--- src/rtl/core_types_pkg.sv ---
// Shared types for the data-memory path: grant owner encoding, memory request
// bundle (core, external and memory side all use the same layout), and
// default arbitration limits.
package core_types_pkg;

    localparam int unsigned DEF_MAX_STARVE = 8;
    localparam int unsigned DEF_MAX_BURST  = 4;
    localparam int unsigned ARB_CNT_W      = 8;   // covers limits up to 255
    localparam int unsigned ADDR_W         = 32;
    localparam int unsigned DATA_W         = 32;
    localparam int unsigned F3_W           = 3;

    typedef enum logic {
        OWN_CORE = 1'b0,
        OWN_EXT  = 1'b1
    } owner_e;

    typedef struct packed {
        logic              Rmem;
        logic              Wmem;
        logic [ADDR_W-1:0] addr;
        logic [DATA_W-1:0] data;
        logic [F3_W-1:0]   f3;
    } mem_req_t;

endpackage

--- src/rtl/dmem_arbiter.sv ---
// Data-memory arbiter: shares the single-port data memory between the EXE-stage
// load/store path and an external requester (loader / debug port).
// Ports:
//   Clock, nReset                 clock, synchronous active-low reset
//   core_* (Rmem/Wmem/addr/...)   core request; core_stall holds the pipeline
//   ext_*  (valid/we/lock/...)    external request; ext_ready accepts it
//   ext_rvalid/ext_rdata          external read response, one cycle after grant
//   mem_* / mem_rdata             data memory interface
// Core wins by default; a starvation counter forces ext through, and a bounded
// ext_lock burst guarantees the core still gets a cycle.
module dmem_arbiter
    import core_types_pkg::*;
#(
    parameter int unsigned MAX_STARVE = DEF_MAX_STARVE,
    parameter int unsigned MAX_BURST  = DEF_MAX_BURST
) (
    input  logic              Clock,
    input  logic              nReset,
    input  logic              core_Rmem,
    input  logic              core_Wmem,
    input  logic [ADDR_W-1:0] core_addr,
    input  logic [DATA_W-1:0] core_data,
    input  logic [F3_W-1:0]   core_f3,
    output logic              core_stall,
    input  logic              ext_valid,
    output logic              ext_ready,
    input  logic              ext_we,
    input  logic              ext_lock,
    input  logic [ADDR_W-1:0] ext_addr,
    input  logic [DATA_W-1:0] ext_wdata,
    input  logic [F3_W-1:0]   ext_f3,
    output logic              ext_rvalid,
    output logic [DATA_W-1:0] ext_rdata,
    output logic              mem_Rmem,
    output logic              mem_Wmem,
    output logic [ADDR_W-1:0] mem_addr,
    output logic [DATA_W-1:0] mem_data,
    output logic [F3_W-1:0]   mem_f3,
    input  logic [DATA_W-1:0] mem_rdata
);

    owner_e                owner_q, owner_d;
    logic [ARB_CNT_W-1:0]  burst_q, burst_d;
    logic [ARB_CNT_W-1:0]  starve_q, starve_d;
    logic                  rvalid_q, rvalid_d;

    logic     core_req;
    logic     starve_max;
    logic     burst_ok;
    logic     grant_ext;
    logic     grant_core;
    mem_req_t mem_req;

    // State register: owner FSM, counters and read-response flag
    always_ff @(posedge Clock) begin
        if (!nReset) begin
            owner_q  <= OWN_CORE;
            burst_q  <= '0;
            starve_q <= '0;
            rvalid_q <= 1'b0;
        end else begin
            owner_q  <= owner_d;
            burst_q  <= burst_d;
            starve_q <= starve_d;
            rvalid_q <= rvalid_d;
        end
    end

    // Grant decision, memory mux and next-state logic
    always_comb begin
        owner_d    = OWN_CORE;
        burst_d    = '0;
        starve_d   = '0;
        rvalid_d   = 1'b0;
        mem_req    = '0;

        core_req   = core_Rmem | core_Wmem;
        starve_max = (starve_q == ARB_CNT_W'(MAX_STARVE));
        burst_ok   = (owner_q == OWN_EXT) && ext_lock && (burst_q < ARB_CNT_W'(MAX_BURST));
        // Reset blocks every grant so the memory never sees a strobe
        grant_ext  = nReset & ext_valid & (~core_req | starve_max | burst_ok);
        grant_core = nReset & core_req & ~grant_ext;

        if (grant_ext) begin
            mem_req.Rmem = ~ext_we;
            mem_req.Wmem = ext_we;
            mem_req.addr = ext_addr;
            mem_req.data = ext_wdata;
            mem_req.f3   = ext_f3;
        end else if (nReset) begin
            // Address/data follow the core even with no grant; strobes only on grant
            mem_req.Rmem = core_Rmem & grant_core;
            mem_req.Wmem = core_Wmem & grant_core;
            mem_req.addr = core_addr;
            mem_req.data = core_data;
            mem_req.f3   = core_f3;
        end

        if (grant_ext) begin
            owner_d = OWN_EXT;
            // First ext beat after a core/idle cycle starts a new burst
            if (owner_q == OWN_EXT) begin
                burst_d = (burst_q == ARB_CNT_W'(MAX_BURST)) ? burst_q : burst_q + ARB_CNT_W'(1);
            end else begin
                burst_d = ARB_CNT_W'(1);
            end
        end

        if (ext_valid && !grant_ext) begin
            starve_d = starve_max ? starve_q : starve_q + ARB_CNT_W'(1);
        end

        rvalid_d = grant_ext & ~ext_we;
    end

    assign ext_ready  = grant_ext;
    assign core_stall = core_req & grant_ext;
    assign ext_rvalid = rvalid_q;
    assign ext_rdata  = mem_rdata;
    assign mem_Rmem   = mem_req.Rmem;
    assign mem_Wmem   = mem_req.Wmem;
    assign mem_addr   = mem_req.addr;
    assign mem_data   = mem_req.data;
    assign mem_f3     = mem_req.f3;

endmodule
--- config.mk ---
export PLATFORM = sky130hd
export DESIGN_NAME = dmem_arbiter
export DESIGN_NICKNAME = d
export VERILOG_FILES = /design/src/rtl/core_types_pkg.sv /design/src/rtl/dmem_arbiter.sv
export SDC_FILE = /design/constraint.sdc
export NUM_CORES = 1
export LEC_CHECK = 0
export ABC_AREA = 1
export BUFFER_PORTS_ARGS = -buffer_cell sky130_fd_sc_hd__buf_4
export CORE_AREA = 3 3 105 107
export DETAILED_ROUTE_END_ITERATION = 6
export DIE_AREA = 0 0 108 110
export GPL_TIMING_DRIVEN = 0
export PLACE_DENSITY = 0.68
export SYNTH_ARGS = -nofsm -noshare
export SYNTH_HDL_FRONTEND = slang
export SYNTH_SLANG_ARGS = --single-unit
--- constraint.sdc ---
create_clock -name Clock -period 1.6 [get_ports Clock]
set_input_delay 0.32 -clock Clock [delete_from_list [all_inputs] [get_ports Clock]]
set_output_delay 0.32 -clock Clock [all_outputs]
set_load 0.01 [all_outputs]
==> results of run 1 <==
## layer usage
layer / track usage (%) / wire (microns)
met1: 21.00 / 4420
met2: 32.42 / 6106
met3: 4.543 / 871
met4: 3.877 / 180
met5: 0 / 0
## cell type report
class | count | area [sq um]
multi-input cells | 358 | 1690
clock buffers | 4 | 55.05
fillers | 1076 | 5036
well taps | 136 | 170.2
inverters | 93 | 359.1
plain buffers | 52 | 425.4
repair buffers | 261 | 2128
flip-flops and latches | 18 | 366.6
## metrics by stage
stage | instances | power [mW] | TNS, ns | area [sq um]
floorplan | 523 | 0.8827 | -1.974 | 2671
global placement | 902 | 1.465 | -24.52 | 4666
detailed placement | 902 | 1.471 | -24.64 | 4666
CTS | 921 | 1.939 | -31.81 | 5104
global route | 922 | 2.065 | -38.04 | 5195
finish | 922 | 1.943 | -31.78 | 5195
## timing repair
| item | in CTS | in global routing |
|---|---|---|
| hold endpoints to repair | 0 | 0 |
| resized for setup | 68 | 29 |
| setup endpoints to repair | 71 | 72 |
| pin swaps | 9 | 10 |
| gates cloned | 2 | 0 |
| setup buffers | 14 | 2 |
## worst max-delay path: cells and delay by family (launching register included)
family,cells,cell delay [ns]
adders and majority gates,1,0.14
buffers and inverters,7,0.62
DFF,1,0.36
and+or+nand+nor,6,0.42
## power groups by stage
stage,clock [mW],sequential [mW],combinational [mW]
after global placement,0,0.467,0.998
after floorplan,0,0.466,0.416
after global routing,0.398,0.455,1.21
final,0.382,0.454,1.11
after CTS,0.390,0.454,1.09
after detailed placement,0,0.467,1.00
## Yosys cell counts
cell type,instances
buf_6,3
nor2_2,2
dfxtp_1,18
nor3_1,3
buf_1,1
inv_1,88
nand3_1,11
ha_1,4
buf_2,13
nand2_4,1
nand2_2,1
xor2_1,9
nand4_1,5
nand3_4,1
o21ai_0,2
inv_4,1
nand2_1,293
a21oi_1,3
clkbuf_1,5
inv_2,4
buf_4,32
or2_2,1
nor2_1,22
## cells by family after synthesis
family / after synthesis / share of synthesized area, %
flip-flops: 18 / 14.05
XOR/XNOR: 9 / 3.073
adder cells (fa/ha/maj): 4 / 1.951
AND/OR/NAND/NOR: 340 / 52.15
buffers and inverters: 147 / 27.80
AO/OA/AOI/OAI: 5 / 0.9755
## sequential cells by signal, indices dropped and copies added, names as in the netlist
| name | cells |
|---|---|
| burst_q | 8 |
| ext_rvalid | 1 |
| owner_q | 1 |
| starve_q | 8 |
## path summary, 6_finish.rpt
| path | from | to | slack [ns] |
|---|---|---|---|
| max reg2reg | starve_q[1]$_SDFFE_PN0N_ | burst_q[1]$_SDFFE_PN0N_ | 0.10 |
| min reg2reg | starve_q[7]$_SDFFE_PN0N_ | starve_q[7]$_SDFFE_PN0N_ | 0.47 |
| max | starve_q[1]$_SDFFE_PN0N_ | mem_addr[19] | -0.56 |
| min | ext_we | ext_rvalid$_SDFF_PN0_ | 0.35 |
==> summary.txt, run 1 <==
Status
  – Status: finished, violations left
  – Failing checks: negative setup slack

Hold path
  – Hold Path Stages: 4
  – Tightest Hold Check Type: primary input to flip-flop

Die
  – CORE AREA: 10230 sq um
  – Placement row count: 37
  – DIE WIDTH: 108 microns
  – Die Ht: between 100 and 150 microns
  – I/O pin total: 277
  – Die area: 11880 sq um
  – Initial core utilization: 25.07%

Global route
  – Initial antenna violation count: 0
  – First-pass GRT wire length: ~17 mm
  – Largest net degree at the start of global routing: 11
  – Vias in the first global route: 3556
  – Total track usage: 17.78%
  – Total grt overflow: 0

Timing
  – Clock skew: 0.003330 ns
  – Post-layout min period: 2.159 ns
  – Worst hold slack: 0.3453 ns
  – RSZ-0062 raised after global routing: true
  – Post-route clock period utilization: 134.9%
  – Max Clk Rate: 463.3 MHz
  – Worst slew pin tran: 0.4276 ns
  – Setup WS post-layout: -0.5585 ns
  – Max-slew headroom: 71.50%
  – Hold Vio Cnt, Final: 0
  – Pins over their slew limit: 0
  – Final setup vio count: 71

Power and ir drop
  – Flop pwr share: approximately a quarter
  – Sw Ratio: 32.32%
  – P per Cell Area: 374.0 nW/um^2
  – P_int: about 1.3 mW
  – Leak pwr: 3.329 nW
  – Worst vdd ir: ~220 uV
  – Clock network fraction of total power: about a fifth
  – Comb pwr share: a little under three fifths
  – P_sw: 0.6279 mW

Placed design
  – Place WS: -0.4525 ns
  – Port bufs: approximately 240
  – Hpwl dp: 9.462 mm
  – GPL Wtd Cong: 0.8236

Clock network
  – Clk Latency, worst-skew pair: around 0.26 ns
  – CTS max path bufs: 2
  – CTS Buf Count: 3
  – Clk slew on worst S/H paths: 0.07 ns
  – CTS tree: built
  – Clock tree sinks: 18
  – Clock Tree Root: clkbuf_8
  – H-tree depth: 1
  – CTS Hold Buffers Added: 0

Setup path
  – Slowest CP cell: dfxtp_4
  – CP peak stage delay: 0.36 ns
  – CP endpoint kind: output port
  – CP Class: flip-flop to output port
  – CP Launch Type: flip-flop
  – Critical path cell sequence: inv_4 -> ha_4 -> inv_2 -> nor2_4 -> nand2_2 -> nand3_4 -> nand2_8 -> inv_8 -> buf_12 -> buf_12 -> buf_12 -> nand2_2 -> nand2_2 -> buf_6
  – Worst Path Required: 1.28 ns
  – Worst reg-to-reg path cell count: 10
  – Critical Path AT: 1.84 ns
  – Max FO, Critical Path: 6

Synth
  – Post-Syn Nets: 700
  – Post-synthesis cell area: 2565 sq um
  – Syn Inst Count: 523
  – Synth area leaders: nand2_1 43%, dfxtp_1 14%, inv_1 13%
  – Yosys Warn Count: 0
  – Seq cells post-synth: 18
  – Synth top area share: 42.88%
  – Mapped Avg Cell Area: 4.904 sq um
  – Sequential-to-total area share from yosys stat: 14.05%
  – Post-synth cell types: 23
  – Cell type with the largest total area after synthesis: nand2_1

Detailed routing
  – Wirelength per Cell: 12.56 microns
  – Post-route antenna net violation count: 0
  – Final wirelength: roughly 12 mm
  – Drt pass-1 iters: 6
  – Vias: 3673
  – DRC Markers: 0
  – Vias/cell: 3.984
  – 1st-iter DRT viols: 129

Layout
  – Post-layout net count: roughly 960
  – Final Util: 50.78%
  – Commonest non-fill, non-tap cell in the layout: buf_4
  – Share of cells above drive strength 1: 49.11%
  – N_diodes: 0
  – Commonest cells after routing, fill and taps aside: 258 x buf_4, 243 x nand2_1, 82 x inv_1, 45 x nand2_2, 40 x buf_6
  – P&R area growth vs syn: 102.5%

Flow run
  – Max-Cap Viols: 0
No activity file was read; power rests on OpenSTA's default activity.
==> run 2, diff against run 1 <==
Settings changed: CELL_PAD_IN_SITES_DETAIL_PLACEMENT from default to 1, CELL_PAD_IN_SITES_GLOBAL_PLACEMENT from default to 1, CORE_AREA 3 3 105 107 to default, CORE_MARGIN from default to 3, CORE_UTILIZATION from default to 18, CTS_CLUSTER_SIZE from default to 14, DIE_AREA 0 0 108 110 to default, PLACE_DENSITY 0.68 to 0.83.
==> run 2 against run 1 <==
  * The run still ends with negative setup slack left
  * Clock skew down 0.00098 ns
  * Routed wire length grew 19%
  * Final cell count is 4.4% higher
  * Combinational power up 5%
  * Sequential share of layout area shrank 0.23 points
  * Critical endpoint is now mem_addr[22]
  * Sequential cell count unchanged
  * Largest power group unchanged
==> summary.txt, run 2 (same netlist as run 1, synthesis figures left out) <==
Detailed routing
  – DRC Markers: 0 (unchanged)
  – 1st-iter DRT viols: 102 (-21%)
  – Drt pass-1 iters: 4 (-2)
  – Final wirelength: 13.76 mm (+19%)
  – Post-route antenna net violation count: 0 (unchanged)
  – Vias: 3914 (+6.6%)
  – Wirelength per Cell: 14.29 microns (+14%)
  – Vias/cell: 4.064 (+2.0%)

Global route
  – First-pass GRT wire length: 21.59 mm (+27%)
  – Largest net degree at the start of global routing: 11 (unchanged)
  – Total grt overflow: 0 (unchanged)
  – Vias in the first global route: 4203 (+18%)
  – Initial antenna violation count: 0 (unchanged)
  – Total track usage: 16.89% (-0.89 points)

Layout
  – Biggest regs: burst_q: 8 flops, starve_q: 8 flops
  – Final instance area: 5371 sq um (+3.4%)
  – Area of the multi-input gates: 1740 sq um (+3.0%)
  – Share of cells above drive strength 1: 49.68% (+0.57 points)
  – Commonest non-fill, non-tap cell in the layout: buf_4
  – Post-layout net count: 965 (+0.10%)
  – Layout filler cell count: 1816 (+69%)
  – Commonest cells after routing, fill and taps aside: 249 x buf_4, 238 x nand2_1, 80 x inv_1, 44 x buf_6, 43 x nand2_2
  – N_diodes: 0 (unchanged)
  – P&R area growth vs syn: 109.4%
  – Register area: 366.6 sq um (unchanged)

Timing
  – Worst slew pin tran: 0.4889 ns (+0.06131 ns)
  – Post-route clock period utilization: 133.4% (-1.5 points)
  – Hold Vio Cnt, Final: 0 (unchanged)
  – Setup WS post-layout: -0.5345 ns (+0.02402 ns)
  – Worst hold slack: 0.4134 ns (+0.06813 ns)
  – Max-slew headroom: 67.41% (-4.1 points)
  – RSZ-0062 raised after global routing: true
  – Final setup vio count: 71 (unchanged)
  – Post-layout min period: 2.135 ns (-0.02402 ns)
  – Sum Neg Setup Slack: -33.98 ns (-2.197 ns)
  – Clock skew: 0.002354 ns (-0.0009766 ns)
  – Pins over their slew limit: 0 (unchanged)
  – Max Clk Rate: 468.5 MHz (+1.1%)

Clock network
  – CTS Hold Buffers Added: 0 (unchanged)
  – CTS max path bufs: 2 (unchanged)
  – Clk slew on worst S/H paths: 0.06 ns (about the same)
  – Clock tree sinks: 18 (unchanged)
  – Clk Latency, worst-skew pair: 0.26 ns (about the same)
  – CTS Buf Count: 3 (unchanged)
  – H-tree depth: 1 (unchanged)
  – CTS tree: built
  – Clock Tree Root: clkbuf_16

Setup path
  – Crit Reg-Reg Startpoint: starve_q[1]$_SDFFE_PN0N_
  – Critical Path AT: 1.81 ns (-0.03 ns)
  – Max FO, Critical Path: 7 (+1)
  – Crit path top cell by count: nand2_2
  – Crit. Startpoint: starve_q[1]$_SDFFE_PN0N_
  – Top Family by Delay on Critical Path: buffers and inverters
  – Worst reg-to-reg path cell count: 9 (-1)
  – Crit path buf inv count: 6 (-1)
  – CP Class: flip-flop to output port
  – Worst Path Required: 1.28 ns (about the same)
  – Crit path depth: 13 (-1)
  – Critical path cell sequence: inv_4 -> ha_4 -> inv_2 -> nor2_4 -> nand2_2 -> nand3_4 -> nand2_8 -> inv_8 -> buf_12 -> clkbuf_16 -> nand2_2 -> nand2_2 -> buf_6
  – CP Launch Type: flip-flop
  – CP peak stage delay: 0.35 ns (about the same)
  – CP endpoint kind: output port
  – Slowest CP cell: dfxtp_4

Die
  – Die Ht: 125.4 microns (+14%)
  – CORE AREA: 13610 sq um (+33%)
  – I/O pin total: 277 (unchanged)
  – Initial core utilization: 18.85% (-6.2 points)
  – Die area: 15720 sq um (+32%)
  – Placement row count: 42 (+14%)
  – DIE WIDTH: 125.4 microns (+16%)

Power and ir drop
  – Clock network fraction of total power: 26.2% (+6.5 points)
  – Sw Ratio: 31.46% (-0.85 points)
  – P_int: 1.496 mW (+14%)
  – Worst vdd ir: 303.2 uV (+40%)
  – Flop pwr share: 20.9% (-2.5 points)
  – Leak pwr: 3.410 nW (+2.5%)
  – Final Power: 2.183 mW (+12%)
  – Comb pwr share: 53.0% (-3.9 points)
  – P per Cell Area: 406.5 nW/um^2 (+8.7%)
  – P_sw: 0.6869 mW (+9.4%)

Status
  – Status: finished, violations left
  – Failing checks: negative setup slack

Hold path
  – Hold Startpoint: ext_we
  – Hold Path Stages: 4 (unchanged)
  – Tightest Hold Check Type: primary input to flip-flop

Placed design
  – Hpwl dp: 11.09 mm (+17%)
  – GPL Wtd Cong: 0.7969 (-3.2%)
  – Port bufs: 243 (unchanged)
  – Place WS: -0.5816 ns (-0.1291 ns)
  – Post-placement cell area: 4716 sq um (+1.1%)

Flow run
  – Max-Cap Viols: 0 (unchanged)
run 2: per-layer routing:
metal | vias to the layer above | wire [microns] | global-route usage (%)
met5 | - | 0 | 0
met4 | 0 | 243 | 3.508
met3 | 15 | 948 | 4.350
met2 | 131 | 7530 | 33.03
met1 | 1777 | 5038 | 18.13
li1 | 1991 | - | -
run 2: timing repair:
action | in CTS | in global routing
setup endpoints to repair | 71 | 76
setup buffers | 11 | 2
resized for setup | 93 | 21
cloned | 3 | 1
pin swaps | 3 | 10
run 2: final timing paths:
kind                              endpoint  slack (ns)
hold reg to reg   starve_q[7]$_SDFFE_PN0N_        0.48
setup reg to reg   burst_q[7]$_SDFFE_PN0N_        0.15
setup / recovery              mem_addr[22]       -0.53
hold / removal       ext_rvalid$_SDFF_PN0_        0.41
run 2: power by group through the flow:
stage / logic, mW / registers [mW] / clock network (mW)
floorplan: 0.416 / 0.466 / 0
global placement: 1.01 / 0.467 / 0
detailed placement: 1.02 / 0.467 / 0
CTS: 1.14 / 0.455 / 0.582
global route: 1.27 / 0.456 / 0.600
finish: 1.16 / 0.455 / 0.572
run 2: area by class of cell:
cell class,count,area share [%]
repair buffers,259,40.07
multi-input cells,359,32.40
plain buffers,54,8.269
flip-flops and latches,18,6.825
inverters,93,6.685
well taps,176,4.100
clock buffers,4,1.654
run 2: tightest hold or removal path, delay by kind of cell:
family | cells | cell delay, ns
buf+inv | 3 | 0.17
simple gates | 1 | 0.13
run 2: metrics by stage:
step	utilization (%)	instances
after floorplan	-	523
after global placement	34.65	942
after detailed placement	34.65	942
after CTS	38.64	960
after global routing	39.47	963
final	39.47	963
==> run 3, diff against run 2 <==
Settings changed: MAX_ROUTING_LAYER from default to met4.
==> run 3 against run 2 <==
  * The flow still finishes with violations (negative setup slack)
  * Clock-buffer cell count is the same
  * Final cell count is the same
  * Via count grew 0.23%
  * Register-to-register slack is essentially flat
  * First-iteration DRC count grew 2.9%
  * Fmax is essentially flat
  * Power is essentially flat
  * Clock power is essentially flat
  * Hold slack gained 0.00061 ns
  * Combinational power is essentially flat
  * Critical endpoint unchanged
  * Largest cell class unchanged
  * Highest routed layer unchanged
==> summary.txt, run 3 (same netlist as run 1, synthesis figures left out) <==
Timing
  – Post-layout min period: 2.134 ns (-0.0005310 ns)
  – Worst slew pin tran: 0.4892 ns (+0.0003017 ns)
  – Clock skew: 0.001743 ns (-0.0006111 ns)
  – Setup WS post-layout: -0.5340 ns (+0.0005310 ns)
  – Final setup vio count: 71 (unchanged)
  – Pins over their slew limit: 0 (unchanged)
  – Sum Neg Setup Slack: -33.95 ns (+0.02860 ns)
  – Worst hold slack: 0.4140 ns (+0.0006100 ns)
  – RSZ-0062 raised after global routing: true
  – Max-slew headroom: 67.39% (about the same)
  – Hold Vio Cnt, Final: 0 (unchanged)
  – Post-route clock period utilization: 133.4% (about the same)
  – Max Clk Rate: 468.6 MHz (about the same)

Setup path
  – Crit path top cell by count: nand2_2
  – CP Launch Type: flip-flop
  – Worst Path Required: 1.28 ns (about the same)
  – Slowest CP cell: dfxtp_4
  – Max FO, Critical Path: 7 (unchanged)
  – CP peak stage delay: 0.35 ns (about the same)
  – Critical path cell sequence: inv_4 -> ha_4 -> inv_2 -> nor2_4 -> nand2_2 -> nand3_4 -> nand2_8 -> inv_8 -> buf_12 -> clkbuf_16 -> nand2_2 -> nand2_2 -> buf_6
  – Critical Path AT: 1.81 ns (about the same)
  – Reg2reg setup slack: 0.15 ns (about the same)
  – CP endpoint kind: output port
  – CP Class: flip-flop to output port

Layout
  – Register area: 366.6 sq um (unchanged)
  – Biggest regs: burst_q: 8 flops, starve_q: 8 flops
  – Commonest cells after routing, fill and taps aside: 249 x buf_4, 238 x nand2_1, 80 x inv_1, 44 x buf_6, 43 x nand2_2
  – Layout filler cell count: 1816 (unchanged)
  – N_diodes: 0 (unchanged)
  – Area of the multi-input gates: 1740 sq um (unchanged)
  – Post-layout net count: 965 (unchanged)
  – Commonest non-fill, non-tap cell in the layout: buf_4
  – P&R area growth vs syn: 109.4% (unchanged)
  – Share of cells above drive strength 1: 49.68% (unchanged)
  – Final instance area: 5371 sq um (unchanged)

Status
  – Failing checks: negative setup slack
  – Status: finished, violations left

Detailed routing
  – Post-route antenna net violation count: 0 (unchanged)
  – Drt pass-1 iters: 4 (unchanged)
  – 1st-iter DRT viols: 105 (+2.9%)
  – Wirelength per Cell: 14.34 microns (+0.32%)
  – Final wirelength: 13.81 mm (+0.32%)
  – Vias: 3923 (+0.23%)
  – DRC Markers: 0 (unchanged)
  – Vias/cell: 4.074 (+0.23%)

Global route
  – Total grt overflow: 0 (unchanged)
  – Vias in the first global route: 4208 (+0.12%)
  – Initial antenna violation count: 0 (unchanged)
  – Total track usage: 17.39% (+0.51 points)
  – First-pass GRT wire length: 21.53 mm (-0.26%)
  – Largest net degree at the start of global routing: 11 (unchanged)

Die
  – DIE WIDTH: 125.4 microns (unchanged)
  – I/O pin total: 277 (unchanged)
  – Die area: 15720 sq um (unchanged)
  – Placement row count: 42 (unchanged)
  – Die Ht: 125.4 microns (unchanged)
  – CORE AREA: 13610 sq um (unchanged)
  – Initial core utilization: 18.85% (unchanged)

Flow run
  – Max-Cap Viols: 0 (unchanged)

Placed design
  – Port bufs: 243 (unchanged)
  – GPL Wtd Cong: 0.8083 (+1.4%)
  – Hpwl dp: 11.09 mm (unchanged)
  – Post-placement cell area: 4716 sq um (unchanged)

Clock network
  – Clock Tree Root: clkbuf_16
  – CTS tree: built
  – Clk Latency, worst-skew pair: 0.26 ns (about the same)
  – Clock tree sinks: 18 (unchanged)
  – CTS max path bufs: 2 (unchanged)
  – Clk slew on worst S/H paths: 0.05 ns (about the same)
  – H-tree depth: 1 (unchanged)
  – CTS Buf Count: 3 (unchanged)

Power and ir drop
  – Leak pwr: 3.410 nW (about the same)
  – Final Power: 2.183 mW (about the same)
  – P per Cell Area: 406.4 nW/um^2 (about the same)
  – Worst vdd ir: 301.8 uV (-0.48%)

Hold path
  – Tightest Hold Check Type: primary input to flip-flop
==> run 3: cell counts in the layout (fill, tap and decap cells not counted) <==
No cell type changed its count.
==> run 3: per-layer routing <==
layer	global-route usage, %	wire length (microns)	vias up
met3	2.644	745	17
met2	32.96	7528	138
met1	19.23	5265	1777
met5	-	0	-
li1	-	-	1991
met4	3.508	266	0
==> run 3: area by class of cell <==
type                       count  share of cell area (%)
timing repair buffer         259                   40.07
clock buffer                   4                   1.654
multi-input combinational    359                   32.40
buffer                        54                   8.269
sequential                    18                   6.825
inverter                      93                   6.685
tap                          176                   4.100
==> run 3: path summary, 6_finish.rpt <==
path / startpoint / endpoint / cells past startpoint
worst max register to register: starve_q[1]$_SDFFE_PN0N_ / burst_q[7]$_SDFFE_PN0N_ / 9
worst max-delay path: starve_q[1]$_SDFFE_PN0N_ / mem_addr[22] / 13
worst min register to register: starve_q[7]$_SDFFE_PN0N_ / starve_q[7]$_SDFFE_PN0N_ / 2
worst min-delay path: ext_we / ext_rvalid$_SDFF_PN0_ / 4
==> run 3: where the power goes <==
| part | internal, mW | switching, mW | total, mW |
|---|---|---|---|
| Sequential | 0.452 | 0.00381 | 0.455 |
| Combinational | 0.663 | 0.494 | 1.16 |
| Clock | 0.381 | 0.189 | 0.570 |
==> run 3: per-stage QoR <==
stage	setup WS [ns]	cells	util, %
after floorplan	-0.07871	523	-
after global placement	-0.5652	942	34.65
after detailed placement	-0.5816	942	34.65
after CTS	-0.5261	960	38.64
after global routing	-0.6444	963	39.47
final	-0.5340	963	39.47
==> run 3: worst max-delay path, delay by kind of cell (launching register included) <==
kind / cells / cell delay, ns
adders and majority gates: 1 / 0.12
buffers and inverters: 6 / 0.59
DFF: 1 / 0.35
and+or+nand+nor: 6 / 0.49
==> run 3: what timing repair did <==
action / CTS / global route
pin swaps: 3 / 11
buffers inserted: 11 / 2
setup endpoints to repair: 71 / 76
gates resized for setup: 93 / 21
hold buffers: 0 / 0
gates cloned: 3 / 1
